$ cat src/rtl/snn_pkg.sv
// Shared spiking-network definitions: neuron FSM encoding and default
// synaptic/neuron constants used by neurons, synapses and the network top.
package snn_pkg;

  typedef enum logic [1:0] {
    ST_INTEGRATE  = 2'd0,
    ST_FIRE       = 2'd1,
    ST_REFRACTORY = 2'd2
  } snn_state_e;

  localparam int unsigned DEF_WEIGHT         = 64;
  localparam int unsigned DEF_THRESHOLD      = 200;
  localparam int unsigned DEF_LEAK_SHIFT     = 3;
  localparam int unsigned DEF_REFRACT_CYCLES = 4;
  localparam int unsigned REFR_CNT_W         = 4;

endpackage

$ cat src/rtl/spike_rise_detect.sv
// Rising-edge detector for a synchronous spike level; the delayed copy is
// updated every clock so a held-high level yields exactly one rise.
module spike_rise_detect (
  input  logic clk,
  input  logic rst,
  input  logic in,
  output logic rise
);

  logic r_q;

  always_ff @(posedge clk or posedge rst) begin
    if (rst) r_q <= 1'b0;
    else     r_q <= in;
  end

  assign rise = in & ~r_q;

endmodule

$ cat src/rtl/lif_neuron.sv
// Leaky integrate-and-fire neuron: leaky saturating integrator with a
// one-clock fire pulse followed by a fixed refractory window.
module lif_neuron
  import snn_pkg::*;
#(
  parameter int unsigned WIDTH          = 8,
  parameter int unsigned WEIGHT         = DEF_WEIGHT,
  parameter int unsigned THRESHOLD      = DEF_THRESHOLD,
  parameter int unsigned LEAK_SHIFT     = DEF_LEAK_SHIFT,
  parameter int unsigned REFRACT_CYCLES = DEF_REFRACT_CYCLES
) (
  input  logic             clk,
  input  logic             rst,
  input  logic             en,
  input  logic             syn_spike,
  output logic             spike_out,
  output logic [WIDTH-1:0] membrane,
  output logic             refractory
);

  localparam logic [WIDTH:0]        ADD_W  = (WIDTH+1)'(WEIGHT);
  localparam logic [WIDTH-1:0]      THR_W  = WIDTH'(THRESHOLD);
  localparam logic [REFR_CNT_W-1:0] RLOAD  = REFR_CNT_W'(REFRACT_CYCLES - 1);

  snn_state_e            r_state, w_state_nxt;
  logic [WIDTH-1:0]      r_membrane, w_mem_nxt;
  logic [REFR_CNT_W-1:0] r_cnt, w_cnt_nxt;
  logic                  r_spike, w_spike_nxt;
  logic                  r_refr, w_refr_nxt;

  logic                  w_rise;
  logic [WIDTH-1:0]      w_leaked;
  logic [WIDTH:0]        w_sum;
  logic [WIDTH-1:0]      w_v_next;

  spike_rise_detect u_rise (
    .clk  (clk),
    .rst  (rst),
    .in   (syn_spike),
    .rise (w_rise)
  );

  // Leak first, then add at WIDTH+1 bits so the carry selects saturation.
  assign w_leaked = r_membrane - (r_membrane >> LEAK_SHIFT);
  assign w_sum    = {1'b0, w_leaked} + (w_rise ? ADD_W : '0);
  assign w_v_next = w_sum[WIDTH] ? '1 : w_sum[WIDTH-1:0];

  always_ff @(posedge clk or posedge rst) begin
    if (rst) begin
      r_state    <= ST_INTEGRATE;
      r_membrane <= '0;
      r_cnt      <= '0;
      r_spike    <= 1'b0;
      r_refr     <= 1'b0;
    end else begin
      r_state    <= w_state_nxt;
      r_membrane <= w_mem_nxt;
      r_cnt      <= w_cnt_nxt;
      r_spike    <= w_spike_nxt;
      r_refr     <= w_refr_nxt;
    end
  end

  always_comb begin
    w_state_nxt = r_state;
    w_mem_nxt   = r_membrane;
    w_cnt_nxt   = r_cnt;
    w_spike_nxt = 1'b0;
    w_refr_nxt  = 1'b0;
    unique case (r_state)
      ST_INTEGRATE: begin
        if (en) begin
          if (w_v_next >= THR_W) begin
            w_state_nxt = ST_FIRE;
            w_mem_nxt   = '0;
            w_spike_nxt = 1'b1;
          end else begin
            w_mem_nxt   = w_v_next;
          end
        end
      end
      ST_FIRE: begin
        w_state_nxt = ST_REFRACTORY;
        w_mem_nxt   = '0;
        w_cnt_nxt   = RLOAD;
        w_refr_nxt  = 1'b1;
      end
      ST_REFRACTORY: begin
        w_mem_nxt = '0;
        if (r_cnt == '0) begin
          w_state_nxt = ST_INTEGRATE;
        end else begin
          w_cnt_nxt  = r_cnt - 1'b1;
          w_refr_nxt = 1'b1;
        end
      end
      default: begin
        w_state_nxt = ST_INTEGRATE;
        w_mem_nxt   = '0;
        w_cnt_nxt   = '0;
      end
    endcase
  end

  assign spike_out  = r_spike;
  assign membrane   = r_membrane;
  assign refractory = r_refr;

endmodule

$ cat config.mk
export PLATFORM = sky130hd
export DESIGN_NAME = lif_neuron
export DESIGN_NICKNAME = d
export VERILOG_FILES = /design/src/rtl/snn_pkg.sv /design/src/rtl/spike_rise_detect.sv /design/src/rtl/lif_neuron.sv
export SDC_FILE = /design/constraint.sdc
export NUM_CORES = 1
export LEC_CHECK = 0
export ABC_AREA = 1
export BUFFER_PORTS_ARGS = -buffer_cell sky130_fd_sc_hd__buf_2
export CORE_MARGIN = 2
export CORE_UTILIZATION = 55
export DETAILED_ROUTE_END_ITERATION = 6
export GPL_ROUTABILITY_DRIVEN = 0
export PLACE_DENSITY = 0.82
export REMOVE_ABC_BUFFERS = 1
export SETUP_SLACK_MARGIN = 0.05
export SYNTH_ARGS = -nofsm -noshare
export SYNTH_HDL_FRONTEND = slang
export SYNTH_SLANG_ARGS = --single-unit
export TNS_END_PERCENT = 30
$ cat constraint.sdc
create_clock -name clk -period 2.5 [get_ports clk]
set_input_delay 0.25 -clock clk [delete_from_list [all_inputs] [get_ports clk]]
set_output_delay 0.25 -clock clk [all_outputs]
set_load 0.01 [all_outputs]
* Word level (Yosys, flattened, before mapping)
Cells that the tools add are included.
Storage, ports and cells: word-level logic and storage cells 39, latch bits 0, ROM bits 0, memories 0, RAM bits 0, output and inout bits 10, bits in registers 17, input port bits 4
Cells by class: magnitude comparators 1, equality and inequality tests 6, bitwise logic cells 3, reductions and logical operators 4, $mul 0, shift operators 0, muxes and demuxes 16, div/mod/pow operators 0, add/sub/neg operators 3
Operator list (number):
- two-way mux 8 bit | 4
- case mux 4 bit (3 select lines) | 1
- adder 8 x 7 -> 9 bit | 1
- >= comparator 8 bit, second input constant | 1
- inequality test 2 bit, second input constant | 4
- subtractor 8 x 5 -> 8 bit | 1
- two-way mux 7 bit | 1
- two-way mux 2 bit | 3
- case mux 2 bit (3 select lines) | 1
- zero test 4 bit | 1
- two-way mux 1 bit | 4
- two-way mux 4 bit | 1
- subtractor 4 x 1 -> 4 bit, second input constant | 1
- AND reduction 3 bit | 1
- equality test 2 x 1 -> 1 bit, second input constant | 1
- equality test 2 bit, second input constant | 1
- zero test 2 bit | 1
- NOT 1 bit | 2
- case mux 1 bit (2 select lines) | 1
- AND reduction 2 bit | 1
- bitwise AND 1 bit | 1

* Longest topological paths before layout
Gate-level depths: netlist (run 1).
word-level depth 9, depth in mapped cells 17

* Hierarchy
A second synthesis (run 1) with hierarchy kept.
Unflattened totals: cell total of the unflattened synthesis 152, area, all modules 1232.4 µm²
By module, submodules not included:
- lif_neuron | instances 1, cells each 148, area an instance 1193.6 µm², sequential area each 400.4 µm²
- spike_rise_detect | instances 1, cells each 4, area an instance 38.8 µm², sequential area each 25.0 µm²

* Least setup slack after synthesis (run 1)
OpenSTA, ideal clock, no wires.
path type register to register, from register r_membrane[0] (netlist: membrane[0]), to register r_state[0], period minus slack after synthesis 2.356 ns, buffers on the path 0, cell stages (with the launch flop) 18, arrival time 2.239 ns, library setup time 0.117 ns, required time 2.383 ns, path slack 0.144 ns, path through dfrtp_1 -> inv_1 -> ha_1 -> inv_2 -> fa_1 -> nand3_1 -> nand2_1 -> nand2_1 -> nand3_1 -> xor2_1 -> ha_1 -> nand3_4 -> nand3_2 -> nand3_4 -> nand2_2 -> nand2_2 -> nand2_1 -> nand2_1
Between the ends: word-level cells in the longest chain between the ends 6
Ends and longest elaborated chain:
- start: declaration | line lif_neuron.sv:26 | logic [WIDTH-1:0] r_membrane, w_mem_nxt;
- start signal: assignment | line lif_neuron.sv:57 | r_membrane <= w_mem_nxt;
- subtractor 8 x 5 -> 8 bit | line lif_neuron.sv:44 | assign w_leaked = r_membrane - (r_membrane >> LEAK_SHIFT);
- adder 8 x 7 -> 9 bit | line lif_neuron.sv:45 | assign w_sum = {1'b0, w_leaked} + (w_rise ? ADD_W : '0);
- two-way mux 8 bit | line lif_neuron.sv:46 | assign w_v_next = w_sum[WIDTH] ? '1 : w_sum[WIDTH-1:0];
- >= comparator 8 bit | line lif_neuron.sv:73 | if (w_v_next >= THR_W) begin
- inequality test 2 bit (no source line)
- AND reduction 3 bit (no source line)
- end signal: assignment | line lif_neuron.sv:56 | r_state <= w_state_nxt;
- end: declaration | line lif_neuron.sv:25 | snn_state_e r_state, w_state_nxt;
Every way passes these cells. A chain may end at the register's enable or synchronous reset.

* Worst setup path after layout (run 1)
Same ends and word-level chain as after synthesis.

==> impl_metrics.json, run 1 <==
{
  "hp-class": "in2async",
  "numCtsBuffers": 3,
  "core_um2": 2170,
  "yosys-top-cells-area": "dfrtp_1 (35%), ha_1 (12%), nand2_1 (11%)",
  "ys_ff_latch": 17,
  "synth.top_cell.area_share_pct": 34.6,
  "viasPerCell": 5.28,
  "cts.clk_slew.worst_paths_ns": 0.10,
  "slew_headroom_pct": 57.1,
  "min_period_ns": 2.40,
  "critPathRequiredTime_ns": 2.69,
  "hold_violations": 0,
  "cts_sinks": 17,
  "stdcell_count": 203,
  "die_h_um": 51.3,
  "fin_nets": 193,
  "clockBufferDepth": 2,
  "async_flop_share_pct": 100,
  "drt_pass1_iterations": 4,
  "totalWireLength_um": 2880,
  "htree_levels": 1,
  "io_buffer_count": 13,
  "drc_errors": 0,
  "timing.rr.start": "membrane[0]",
  "start_util_pct": 56.6,
  "clock-root-buffer": "clkbuf_4",
  "fin_crit_sh_pct": 95.9,
  "synth-edff-count": 0,
  "rsz0062_at_grt": "yes",
  "cp_data_arrival_time_ns": 2.59,
  "crit_chain": "inv_2, ha_4, inv_2, fa_2, nand3_2, nand2_2, nand2_2, nand3_2, xor2_2, ha_4, nand3_4, nand2_4, nand3_4, nand2_4, nand2_2, nand2_1, nand2_1",
  "yosysTopAreaCell": "dfrtp_1",
  "critPathMaxStageDelay_ns": 0.41,
  "synth_area_per_cell_um2": 8.14,
  "synth_most_common_cell": "nand2_1",
  "n_antenna_cell": 0,
  "cp-startpoint": "membrane[0]",
  "dp.cells": 193,
  "layout-drive-gt1-share_pct": 29.7,
  "final-setup-viol-count": 0,
  "tightest_slew_ns": 0.643,
  "cp_max_fo": 5,
  "vias": 1071,
  "fmax_mhz": 417,
  "dpl.hpwl_um": 2130,
  "wl_per_cell_um": 14.2,
  "multi_input_area_um2": 767,
  "ant_nets": 0,
  "yosysSeqAreaShare_pct": 34.6,
  "nFillCells": 182,
  "grt_max_degree": 18,
  "syn_inst": 151,
  "cp.buffers_inverters": 2,
  "yosys-top-cells-count": "nand2_1 (35), inv_1 (26), dfrtp_1 (17), nand3_1 (17), ha_1 (12)",
  "grt_antenna_before_repair": 0,
  "syn2layout_area_growth_pct": 20.3,
  "synth_warnings": 0,
  "synth-main-ff-cell": "dfrtp_1",
  "cts_tree": "built",
  "grt_usage_pct": 24.2,
  "outcome": "finished clean",
  "syn_area_um2": 1230,
  "first_iter_violations": 17,
  "worstSetupEndpointType": "register",
  "cap_violations": 0,
  "start_kind": "register",
  "crit_family": "simple AND/OR/NAND/NOR gates",
  "crit_type": "reg2reg",
  "dieWidth_um": 51.3,
  "worstSkewPairLatency_ns": 0.29,
  "synth.distinct_cells": 25,
  "hold_buffers": 0,
  "grt_pass1_vias": 1069,
  "slowest_stage": "dfrtp_1",
  "finClkSkew_ns": 0.00476,
  "row_count": 17,
  "grt_pass1_wl_um": 4680,
  "ios": 14,
  "crit_top_cell": "nand2_2",
  "grt_overflow": 0,
  "drv_slew": 0,
  "seq_area_um2": 425,
  "dieArea_um2": 2630
}
flip-flops by register name (all words and copies together) (netlist names):
name / count
membrane: 8
u_rise.r_q: 1
spike_out: 1
refractory: 1
r_state: 2
r_cnt: 4
repair_timing:
action	in CTS	in global routing
endpoints found under the setup margin	11	11
pin swaps	5	7
gates resized for setup	6	9
buffers inserted	2	3
cloned	1	0
cell type report:
class	count	share of cell area, %
Tap cell	28	2.37
Clock inverter	1	0.339
Timing Repair Buffer	19	7.45
Sequential cell	17	28.8
Inverter	30	7.62
Clock buffer	3	1.52
Multi-Input combinational cell	105	51.9
through the flow:
stage / setup slack [ns] / area [um^2] / hold slack, ns / utilization, % / TNS [ns]
2_1_floorplan: 0.144 / 1230 / 0.176 / - / 0
3_3_place_gp: 0.0960 / 1340 / 0.355 / 61.6 / 0
3_5_place_dp: -0.129 / 1340 / 0.371 / 61.6 / -0.601
4_1_cts: 0.0609 / 1410 / 0.0463 / 64.9 / 0
5_1_grt: -0.0451 / 1480 / 0.0591 / 68.1 / -0.101
6_report: 0.103 / 1480 / 0.0252 / 68.1 / 0
per-layer routing:
layer  routed length [um]  global-route usage [%]  vias up
li1                     -                       -      531
met1                 1140                    27.6      491
met2                 1470                    44.2       37
met3                  141                    2.05       12
met4                  131                    13.6        0
met5                    0                       0        -
final timing paths:
path	to	slack (ns)	cells past startpoint
setup / recovery	r_state[0]	0.10	17
hold / removal	r_state[0]	0.03	2
setup reg to reg	r_state[0]	0.10	17
hold reg to reg	r_state[1]	0.52	2
max in group asynchronous	membrane[0]	2.06	2
min in group clk	u_rise.r_q	0.07	1
cells in the final DEF, fill, tap and decap left out, drive strengths merged, types with 2 or more instances in the layout:
cell type,Yosys,routed
buf,0,19
clkbuf,0,3
clkinv,1,2
dfrtp,17,17
ha,12,12
inv,29,29
nand2,41,41
nand3,22,23
nor2,8,8
o21ai,9,9
o22ai,2,2
xor2,2,2
kinds of logic (layout without fill, tap and decap cells):
| group | after synthesis | after routing | share of synthesized area [%] |
|---|---|---|---|
| XOR/XNOR | 3 | 3 | 2.14 |
| flip-flops | 17 | 17 | 34.6 |
| buffers and inverters | 30 | 53 | 9.16 |
| AO/OA/AOI/OAI | 15 | 15 | 7.03 |
| AND/OR/NAND/NOR | 73 | 74 | 33.2 |
| adder cells (fa/ha/maj) | 13 | 13 | 13.8 |
Power of run 1 is left out: the tool's default activity adds up to more than one toggle a clock period on the data nets, which glitch-free logic cannot reach.
==> inputs of run 2 (changes only) <==
==> constraint.sdc (replaced) <==
create_clock -name clk -period 2.5 [get_ports clk]
set_input_delay 0.125 -clock clk [delete_from_list [all_inputs] [get_ports clk]]
set_output_delay 0.125 -clock clk [all_outputs]
set_load 0.01 [all_outputs]
==> run 2 against run 1 <==
Non-clock buffer count is 2 higher; first-iteration DRC count is 18% higher; global-route usage is 0.12 points higher; maximum frequency hardly changed; core utilization is 0.92 points higher; sequential cell count stayed put; largest cell class unchanged.
==> impl_metrics.json, run 2 (synthesized netlist as in run 1, its figures left out) <==
{
  "outcome": "finished clean",
  "worstHoldStart": "en",
  "io_buffer_count": 13,
  "cts_sinks": 17,
  "fin_ws_ns": 0.103,
  "preCtsSetupSlack_ns": -0.129,
  "dieWidth_um": 51.3,
  "cp_max_fo": 5,
  "regToRegEndpoint": "r_state[0]",
  "hp-class": "in2reg",
  "dpl.hpwl_um": 2130,
  "crit_top_cell": "nand2_2",
  "n_antenna_cell": 0,
  "cp.buffers_inverters": 2,
  "fin_crit_sh_pct": 95.9,
  "timing.rr.start": "membrane[0]",
  "vias": 1077,
  "hold_ws_ns": 0.139,
  "grt_pass1_wl_um": 4710,
  "r2r_cells": 17,
  "reg2reg_slack_ns": 0.10,
  "grt_max_degree": 18,
  "fin_nets": 195,
  "numCtsBuffers": 3,
  "crit_family": "simple AND/OR/NAND/NOR gates",
  "worstHoldEndpoint": "spike_out",
  "final_common_cell": "nand2_1",
  "clock-root-buffer": "clkbuf_4",
  "tightest_slew_ns": 0.646,
  "start_util_pct": 56.6,
  "fmax_mhz": 417,
  "htree_levels": 1,
  "drt_pass1_iterations": 5,
  "largest_register_ffs": 8,
  "start_kind": "register",
  "row_count": 17,
  "cap_violations": 0,
  "slowest_stage": "dfrtp_1",
  "drc_errors": 0,
  "grt_usage_pct": 24.3,
  "dieArea_um2": 2630,
  "rsz0062_at_grt": "yes",
  "grt_pass1_vias": 1081,
  "totalWireLength_um": 2890,
  "drv_slew": 0,
  "finClkSkew_ns": 0.00425,
  "grt_overflow": 0,
  "core_um2": 2170,
  "worstSetupEndpointType": "register",
  "die_h_um": 51.3,
  "final-setup-viol-count": 0,
  "final_cell_mix": "nand2_1 (33), inv_1 (24), dfrtp_1 (17), nand3_1 (15), buf_2 (13)",
  "crit_chain": "inv_2, ha_4, inv_2, fa_2, nand3_2, nand2_2, nand2_2, nand3_2, xor2_2, ha_4, nand3_4, nand2_4, nand3_4, nand2_4, nand2_2, nand2_1, nand2_1",
  "wl_per_cell_um": 14.1,
  "worstSkewPairLatency_ns": 0.29,
  "worstHoldPathCells": 3,
  "syn2layout_area_growth_pct": 21.9,
  "cts.clk_slew.worst_paths_ns": 0.10,
  "ios": 14,
  "cts_tree": "built",
  "cp_data_arrival_time_ns": 2.59,
  "layout-drive-gt1-share_pct": 29.4,
  "ant_nets": 0,
  "critPathMaxStageDelay_ns": 0.40,
  "slew_headroom_pct": 56.9,
  "crit_type": "reg2reg",
  "viasPerCell": 5.25,
  "critPathRequiredTime_ns": 2.69,
  "min_period_ns": 2.40,
  "clockBufferDepth": 2,
  "hold_violations": 0,
  "first_iter_violations": 20,
  "setup_tns_ns": 0,
  "grt_antenna_before_repair": 0
}
[run 2: cell count changes in the layout (fill, tap and decap cells not counted), sizes merged]
cell	delta
dlygate4sd3	+2
[run 2: timing repair]
item / CTS / global route
cloned: 1 / 0
pin swaps: 5 / 7
hold endpoints to repair: 18 / 0
buffers inserted: 2 / 3
endpoints found under the setup margin: 11 / 11
gates resized for setup: 6 / 9
hold buffers: 2 / 0
[run 2: how the worst max path moves through the flow]
stage           startpoint          to  depth (start not counted)
6_report       membrane[0]  r_state[0]                         17
5_1_grt        membrane[0]  r_state[0]                         17
3_5_place_dp   membrane[0]  r_state[1]                         17
3_3_place_gp   membrane[0]  r_state[0]                         17
2_1_floorplan  membrane[0]  r_state[0]                         17
4_1_cts        membrane[0]  r_state[1]                         17
[run 2: worst register-to-register path, cell delays in order (launching register included)]
cell and delay (ns):
dfrtp_1 0.40, inv_2 0.09, ha_4 0.14, inv_2 0.04, fa_2 0.37, nand3_2 0.09
nand2_2 0.05, nand2_2 0.07, nand3_2 0.08, xor2_2 0.21, ha_4 0.20, nand3_4 0.10
nand2_4 0.10, nand3_4 0.12, nand2_4 0.09, nand2_2 0.05, nand2_1 0.05, nand2_1 0.05
[run 2: final cells by class]
cell class              count  area, um^2
multi-input cells         105         767
fillers                   182         672
flip-flops and latches     17         425
repair buffers             21         130
inverters                  30         113
well taps                  28        35.0
clock buffers               3        22.5
clock inverters             1        5.00
[run 2: metrics by stage]
stage / instance area [um^2] / instances / util, %
global placement: 1340 / 193 / 61.6
detailed placement: 1340 / 193 / 61.6
floorplan: 1230 / 151 / -
global route: 1500 / 205 / 69.0
CTS: 1430 / 202 / 65.9
finish: 1500 / 205 / 69.0
[run 2: layer usage]
layer,GRT usage [%],routed length [um]
met1,27.8,1180
met2,44.4,1470
met3,2.05,103
met4,13.6,131
met5,0,0
Power of run 2 is left out for the same reason.
